--- src/rtl/instr_mem_fetch_if.sv ---
// Fetch-side bus of the instruction memory: request channel (PC in) and
// response channel (instruction word out), both valid/ready.
//   req_valid / req_ready / req_addr               : fetch request, byte address
//   rsp_valid / rsp_ready / rsp_instr / rsp_addr /
//   rsp_fault                                      : head of the response buffer
// master = fetch stage / consumer side, slave = instruction memory.
interface instr_mem_fetch_if;
  logic        req_valid;
  logic        req_ready;
  logic [31:0] req_addr;
  logic        rsp_valid;
  logic        rsp_ready;
  logic [31:0] rsp_instr;
  logic [31:0] rsp_addr;
  logic        rsp_fault;

  modport master (
    output req_valid, req_addr, rsp_ready,
    input  req_ready, rsp_valid, rsp_instr, rsp_addr, rsp_fault
  );

  modport slave (
    input  req_valid, req_addr, rsp_ready,
    output req_ready, rsp_valid, rsp_instr, rsp_addr, rsp_fault
  );
endinterface

--- src/rtl/instr_mem_fetch.sv ---
// Instruction memory with a valid/ready fetch port and a 2-entry response
// buffer. A fetch accepted at one edge is presented on rsp_* in the next
// cycle. Misaligned or out-of-range fetches return NOP_WORD with rsp_fault.
// Ports:
//   clk, rst_n            : clock, asynchronous active-low reset
//   bus (slave)           : request/response handshake bus
//   flush                 : drop every buffered response at the next edge
//   prog_we/addr/data     : run-time program write port (word indexed)
module instr_mem_fetch #(
  parameter int          DEPTH    = 64,
  parameter int          AW       = $clog2(DEPTH),
  parameter logic [31:0] NOP_WORD = 32'h0000_0013
) (
  input  logic              clk,
  input  logic              rst_n,
  instr_mem_fetch_if.slave  bus,
  input  logic              flush,
  input  logic              prog_we,
  input  logic [AW-1:0]     prog_addr,
  input  logic [31:0]       prog_data
);

  localparam logic [31:0] DEPTH_W = 32'(DEPTH);

  // Memory image is deliberately outside the reset domain so a reset
  // during operation keeps the loaded program.
  logic [31:0] mem_q [DEPTH] = '{default: NOP_WORD};

  logic [31:0] ent_instr_q [2];
  logic [31:0] ent_instr_d [2];
  logic [31:0] ent_addr_q  [2];
  logic [31:0] ent_addr_d  [2];
  logic        ent_fault_q [2];
  logic        ent_fault_d [2];
  logic        wr_ptr_q, wr_ptr_d;
  logic        rd_ptr_q, rd_ptr_d;
  logic [1:0]  count_q,  count_d;

  logic          push;
  logic          pop;
  logic          req_fault;
  logic [AW-1:0] req_idx;
  logic [31:0]   req_word;

  always_ff @(posedge clk) begin
    if (prog_we && ({{(32-AW){1'b0}}, prog_addr} < DEPTH_W)) begin
      mem_q[prog_addr] <= prog_data;
    end
  end

  // req_ready depends only on registered state and prog_we, never on
  // rsp_ready, so there is no combinational path through the buffer.
  assign bus.req_ready = !prog_we && (count_q != 2'd2);
  assign push          = bus.req_valid && bus.req_ready;
  assign pop           = bus.rsp_valid && bus.rsp_ready;

  assign req_fault = (bus.req_addr[1:0] != 2'b00) ||
                     ({2'b00, bus.req_addr[31:2]} >= DEPTH_W);
  assign req_idx   = bus.req_addr[AW+1:2];
  // The array read is only used when the index is in range.
  assign req_word  = req_fault ? NOP_WORD : mem_q[req_idx];

  always_comb begin
    ent_instr_d = ent_instr_q;
    ent_addr_d  = ent_addr_q;
    ent_fault_d = ent_fault_q;
    wr_ptr_d    = wr_ptr_q;
    rd_ptr_d    = rd_ptr_q;
    count_d     = count_q;

    if (push) begin
      ent_instr_d[wr_ptr_q] = req_word;
      ent_addr_d[wr_ptr_q]  = bus.req_addr;
      ent_fault_d[wr_ptr_q] = req_fault;
      wr_ptr_d              = ~wr_ptr_q;
    end

    if (flush) begin
      // Everything already buffered is dropped; a request accepted in the
      // same cycle lands at wr_ptr_q and becomes the new head.
      rd_ptr_d = wr_ptr_q;
      count_d  = push ? 2'd1 : 2'd0;
    end else begin
      if (pop) begin
        rd_ptr_d = ~rd_ptr_q;
      end
      count_d = count_q + {1'b0, push} - {1'b0, pop};
    end
  end

  always_ff @(posedge clk or negedge rst_n) begin
    if (!rst_n) begin
      ent_instr_q <= '{default: '0};
      ent_addr_q  <= '{default: '0};
      ent_fault_q <= '{default: 1'b0};
      wr_ptr_q    <= 1'b0;
      rd_ptr_q    <= 1'b0;
      count_q     <= 2'd0;
    end else begin
      ent_instr_q <= ent_instr_d;
      ent_addr_q  <= ent_addr_d;
      ent_fault_q <= ent_fault_d;
      wr_ptr_q    <= wr_ptr_d;
      rd_ptr_q    <= rd_ptr_d;
      count_q     <= count_d;
    end
  end

  assign bus.rsp_valid = (count_q != 2'd0);
  assign bus.rsp_instr = ent_instr_q[rd_ptr_q];
  assign bus.rsp_addr  = ent_addr_q[rd_ptr_q];
  assign bus.rsp_fault = ent_fault_q[rd_ptr_q];

endmodule

--- src/flat_wrapper.sv ---
// flat-port wrapper written by rule: the top's interface ports become plain ports
module instr_mem_fetch_flat 
#(
  parameter int          DEPTH    = 64,
  parameter int          AW       = $clog2(DEPTH),
  parameter logic [31:0] NOP_WORD = 32'h0000_0013
)
  (clk, rst_n, flush, prog_we, prog_addr, prog_data, bus_req_valid, bus_req_addr, bus_rsp_ready, bus_req_ready, bus_rsp_valid, bus_rsp_instr, bus_rsp_addr, bus_rsp_fault);
  instr_mem_fetch_if bus_i ();
  input  logic clk;
  input  logic rst_n;
  input  logic flush;
  input  logic prog_we;
  input  logic [AW-1:0] prog_addr;
  input  logic [31:0] prog_data;
  input wire logic [$bits(bus_i.req_valid)-1:0] bus_req_valid;
  input wire logic [$bits(bus_i.req_addr)-1:0] bus_req_addr;
  input wire logic [$bits(bus_i.rsp_ready)-1:0] bus_rsp_ready;
  output wire logic [$bits(bus_i.req_ready)-1:0] bus_req_ready;
  output wire logic [$bits(bus_i.rsp_valid)-1:0] bus_rsp_valid;
  output wire logic [$bits(bus_i.rsp_instr)-1:0] bus_rsp_instr;
  output wire logic [$bits(bus_i.rsp_addr)-1:0] bus_rsp_addr;
  output wire logic [$bits(bus_i.rsp_fault)-1:0] bus_rsp_fault;
  assign bus_i.req_valid = bus_req_valid;
  assign bus_i.req_addr = bus_req_addr;
  assign bus_i.rsp_ready = bus_rsp_ready;
  assign bus_req_ready = bus_i.req_ready;
  assign bus_rsp_valid = bus_i.rsp_valid;
  assign bus_rsp_instr = bus_i.rsp_instr;
  assign bus_rsp_addr = bus_i.rsp_addr;
  assign bus_rsp_fault = bus_i.rsp_fault;
  instr_mem_fetch #(.DEPTH(DEPTH), .AW(AW), .NOP_WORD(NOP_WORD)) u_core (.clk(clk), .rst_n(rst_n), .bus(bus_i), .flush(flush), .prog_we(prog_we), .prog_addr(prog_addr), .prog_data(prog_data));
endmodule
--- config.mk ---
export PLATFORM = sky130hd
export DESIGN_NAME = instr_mem_fetch_flat
export DESIGN_NICKNAME = d
export VERILOG_FILES = /design/src/rtl/instr_mem_fetch_if.sv /design/src/rtl/instr_mem_fetch.sv /design/src/flat_wrapper.sv
export SDC_FILE = /design/constraint.sdc
export NUM_CORES = 2
export LEC_CHECK = 0
export ABC_AREA = 1
export CAP_MARGIN = 10
export CORE_MARGIN = 2
export CORE_UTILIZATION = 45
export DETAILED_ROUTE_END_ITERATION = 7
export SETUP_SLACK_MARGIN = 0.15
export SYNTH_ARGS = -nofsm -noshare
export SYNTH_HDL_FRONTEND = slang
export SYNTH_SLANG_ARGS = --single-unit
--- constraint.sdc ---
create_clock -name clk -period 3.6 [get_ports clk]
set_input_delay 0.72 -clock clk [delete_from_list [all_inputs] [get_ports clk]]
set_output_delay 0.72 -clock clk [all_outputs]
set_load 0.02 [all_outputs]
==> metrics.cfg <==
[clock_tree]
clk_latency_ns = 0.88
root_buffer = clkbuf_16
cts.clk_slew.worst_paths_ns = 0.06
h-tree-depth = 4
cts.sinks = 2182
cts_buffer_depth = 3
cts_made_buffers = 217
cts_tree = yes

[timing]
min_period_ns = 3.480
final.setup_skew_ns = 0.04073
hold_viol = 0
max_freq_mhz = 287.4
max-slew-margin-rel_pct = 26.21
drv_slew = 0
grt_setup_unrepaired = true
finalSetupViolations = 0
period_share_pct = 96.66
fin_setup_tns_ns = 0
worstMarginPinSlew_ns = 1.107

[critical_path]
cp-end-kind = output pin
path_delay_family = buffers and inverters
r2r-end = u_core.ent_instr_q[1]
arrival_ns = 2.76
path_depth = 4
r2r.worst_path.cells = 10
cp_slowest_cell = clkdlybuf4s50_1
cp_cell_sequence = buf_16, nand2_1, nand2_2, clkdlybuf4s50_1
cp_max_fo = 101
cpPeakStageDelay_ns = 0.67
crit_type = reg2out
start_kind = flip-flop
required_ns = 2.88
rr_startpoint = u_core.count_q[0]
ff2ff_setup_slack_ns = 1.46
startpoint = u_core.rd_ptr_q
worst-path-buf-inv = 2

[synth]
synth_cell_types = 27
synthSimpleGateAreaFrac_pct = 21.77
syn_area_per_cell_sq_um = 11.81
synth-edff-count = 2048
synth_xor_area_share_pct = 0.009933
synth-seq-cells = 2182
synth_compound_area_share_pct = 1.171
synthArstFlopShare_pct = 6.141
synthFlopType = edfxtp_1
synthAdderAreaFrac_pct = 0.02838
yosysWarnings = 0
synth.area.mux_share_pct = 0
syn_nets = 7543
synth_top_family_by_area = simple AND/OR/NAND/NOR gates
ys_seq_area_share_pct = 73.55
synth_cells = 7465
netlist_area_sq_um = 88180

[routing]
drc = 1
drt-wirelength-per-cell_microns = 25.34
postRouteAntennaNets = 0
first_iter_violations = 7498
vias = 59690
via_per_inst = 5.715
drt_wl_total_microns = 264700
first_pass_iters = 8

[place]
dpl.hpwl_microns = 149700
place.gp.congestion = 0.8681
dpl-instance-area_sq_um = 94400
port_buffers = 142

[die]
ios = 143
dieArea_sq_um = 199500
die_h_microns = 446.7
die_x_microns = 446.7
core_sq_um = 194800
initial_core_util_pct = 45.27
num_rows = 162

[global_routing]
grt.overflow.total = 0
grt_max_degree = 137
grt_use_total_pct = 26.33
grt_pass1_wl_microns = 385500
grt_antenna_before_repair = 25
grt_pass1_vias = 56480

[hold_path]
min_path_cells = 1
hp-start = prog_data[0]
hold_path_class = in2reg
holdPathEnd = u_core.mem_q[29][0]

[run]
maxCapViolations = 0

[run_status]
run_status = finished, violations left
violations = design-rule violations

[finish]
design_area_sq_um = 101300
multi_input_area_sq_um = 20770
nNetsFinal = 7716
syn2layout_area_growth_pct = 14.85
nFillCells = 16580
drive_above_1_share_pct = 9.141
ff_latch_area_sq_um = 64850

[power_and_ir_drop]
peakVddDrop_mv = 0.5599
p_leak_nw = 36.37
power_density_nw_per_um2 = 551.7

==> cell families (layout without fill, tap and decap cells) <==
kind of cell    after synthesis  after routing
fa+ha+maj                     2              2
other cells                   0             10
compound gates              205            205
simple gates               4461           4461
flops                      2182           2182
xor+xnor                      1              1
buf+inv                     614            960
==> what timing repair did <==
item / 4_1_cts / 5_1_grt
endpoints found under the hold margin: 71 / 0
hold buffers: 1 / 0
buffers inserted: 0 / 0
setup endpoints to repair: 24 / 13
resized for setup: 18 / 8
==> area by class of cell <==
class | instances | area share [%]
Tap cell | 2624 | 3.242
Clock inverter | 92 | 0.7463
Antenna cell | 10 | 0.02471
Multi-Input combinational cell | 4669 | 20.51
Clock buffer | 300 | 5.971
Timing Repair Buffer | 445 | 4.978
Sequential cell | 2182 | 64.04
Inverter | 123 | 0.4806
==> cell usage after synthesis (29+ instances only) <==
| cell | instances | area, sq um |
|---|---|---|
| nand2_1 | 2362 | 8866 |
| edfxtp_1 | 2048 | 61500 |
| nand3_1 | 1887 | 9444 |
| nor2_1 | 172 | 645.6 |
| buf_2 | 170 | 850.8 |
| o21ai_0 | 141 | 705.7 |
| clkbuf_1 | 139 | 521.8 |
| dfrtp_1 | 134 | 3353 |
| inv_1 | 118 | 442.9 |
| buf_4 | 77 | 578.1 |
| buf_1 | 73 | 274.0 |
| o21ai_1 | 36 | 180.2 |
| buf_6 | 29 | 326.6 |
==> registers in the layout, summed over array words and instances, names as in the netlist <==
| register | count |
|---|---|
| u_core.count_q | 2 |
| u_core.wr_ptr_q | 1 |
| u_core.ent_instr_q | 64 |
| u_core.rd_ptr_q | 1 |
| u_core.mem_q | 2048 |
| u_core.ent_addr_q | 64 |
| u_core.ent_fault_q | 2 |
==> metrics by stage <==
step                hold WS [ns]  power, mW  instances  utilization, %  setup slack [ns]
finish                    0.2831      55.87      10450           51.99            0.1204
global route              0.2742      57.54      10440           51.98           0.04881
CTS                       0.2250      56.07      10440           51.96          0.003184
detailed placement        0.4649      34.42      10040           48.46            0.5654
global placement          0.4624      34.33      10040           48.46            0.5792
floorplan                 0.4244      31.83       7465               -            0.4809
==> report_power, final <==
group          internal, mW  switching (mW)
Sequential             28.3           0.198
Combinational          1.65            3.83
Clock                  12.4            9.48
Total                  42.4            13.5
==> cell usage in the layout (no fill, tap or decap), drive strengths merged <==
| master | instances |
|---|---|
| a21oi | 25 |
| a31oi | 1 |
| buf | 341 |
| bufinv | 11 |
| clkbuf | 300 |
| clkdlybuf4s50 | 86 |
| clkinv | 73 |
| clkinvlp | 3 |
| dfrtp | 134 |
| diode | 10 |
| dlygate4sd2 | 11 |
| dlygate4sd3 | 1 |
| dlymetal6s2s | 6 |
| edfxtp | 2048 |
| ha | 2 |
| inv | 128 |
| nand2 | 2362 |
| nand3 | 1887 |
| nand4 | 28 |
| nor2 | 172 |
| nor3 | 8 |
| nor4 | 1 |
| o211ai | 2 |
| o21ai | 177 |
| or2 | 3 |
| xnor2 | 1 |
==> worst max path at each step <==
stage	end	slack, ns
floorplan	u_core.mem_q[40][0]	0.48
global placement	u_core.ent_instr_q[32]	0.58
global route	bus_rsp_instr[26]	0.05
CTS	bus_rsp_instr[6]	0.003
finish	bus_rsp_instr[26]	0.12
detailed placement	u_core.ent_instr_q[54]	0.57
==> metal layers <==
| layer | up-vias | wire [microns] | share of wire (%) | global-route usage (%) |
|---|---|---|---|---|
| li1 | 26680 | - | - | - |
| met1 | 29640 | 111200 | 42 | 37.66 |
| met2 | 2919 | 121200 | 46 | 40.71 |
| met3 | 442 | 23820 | 9.0 | 4.578 |
| met4 | 14 | 8208 | 3.1 | 9.174 |
| met5 | - | 291 | 0.11 | 0 |
Power figures use the tool's default switching activity.
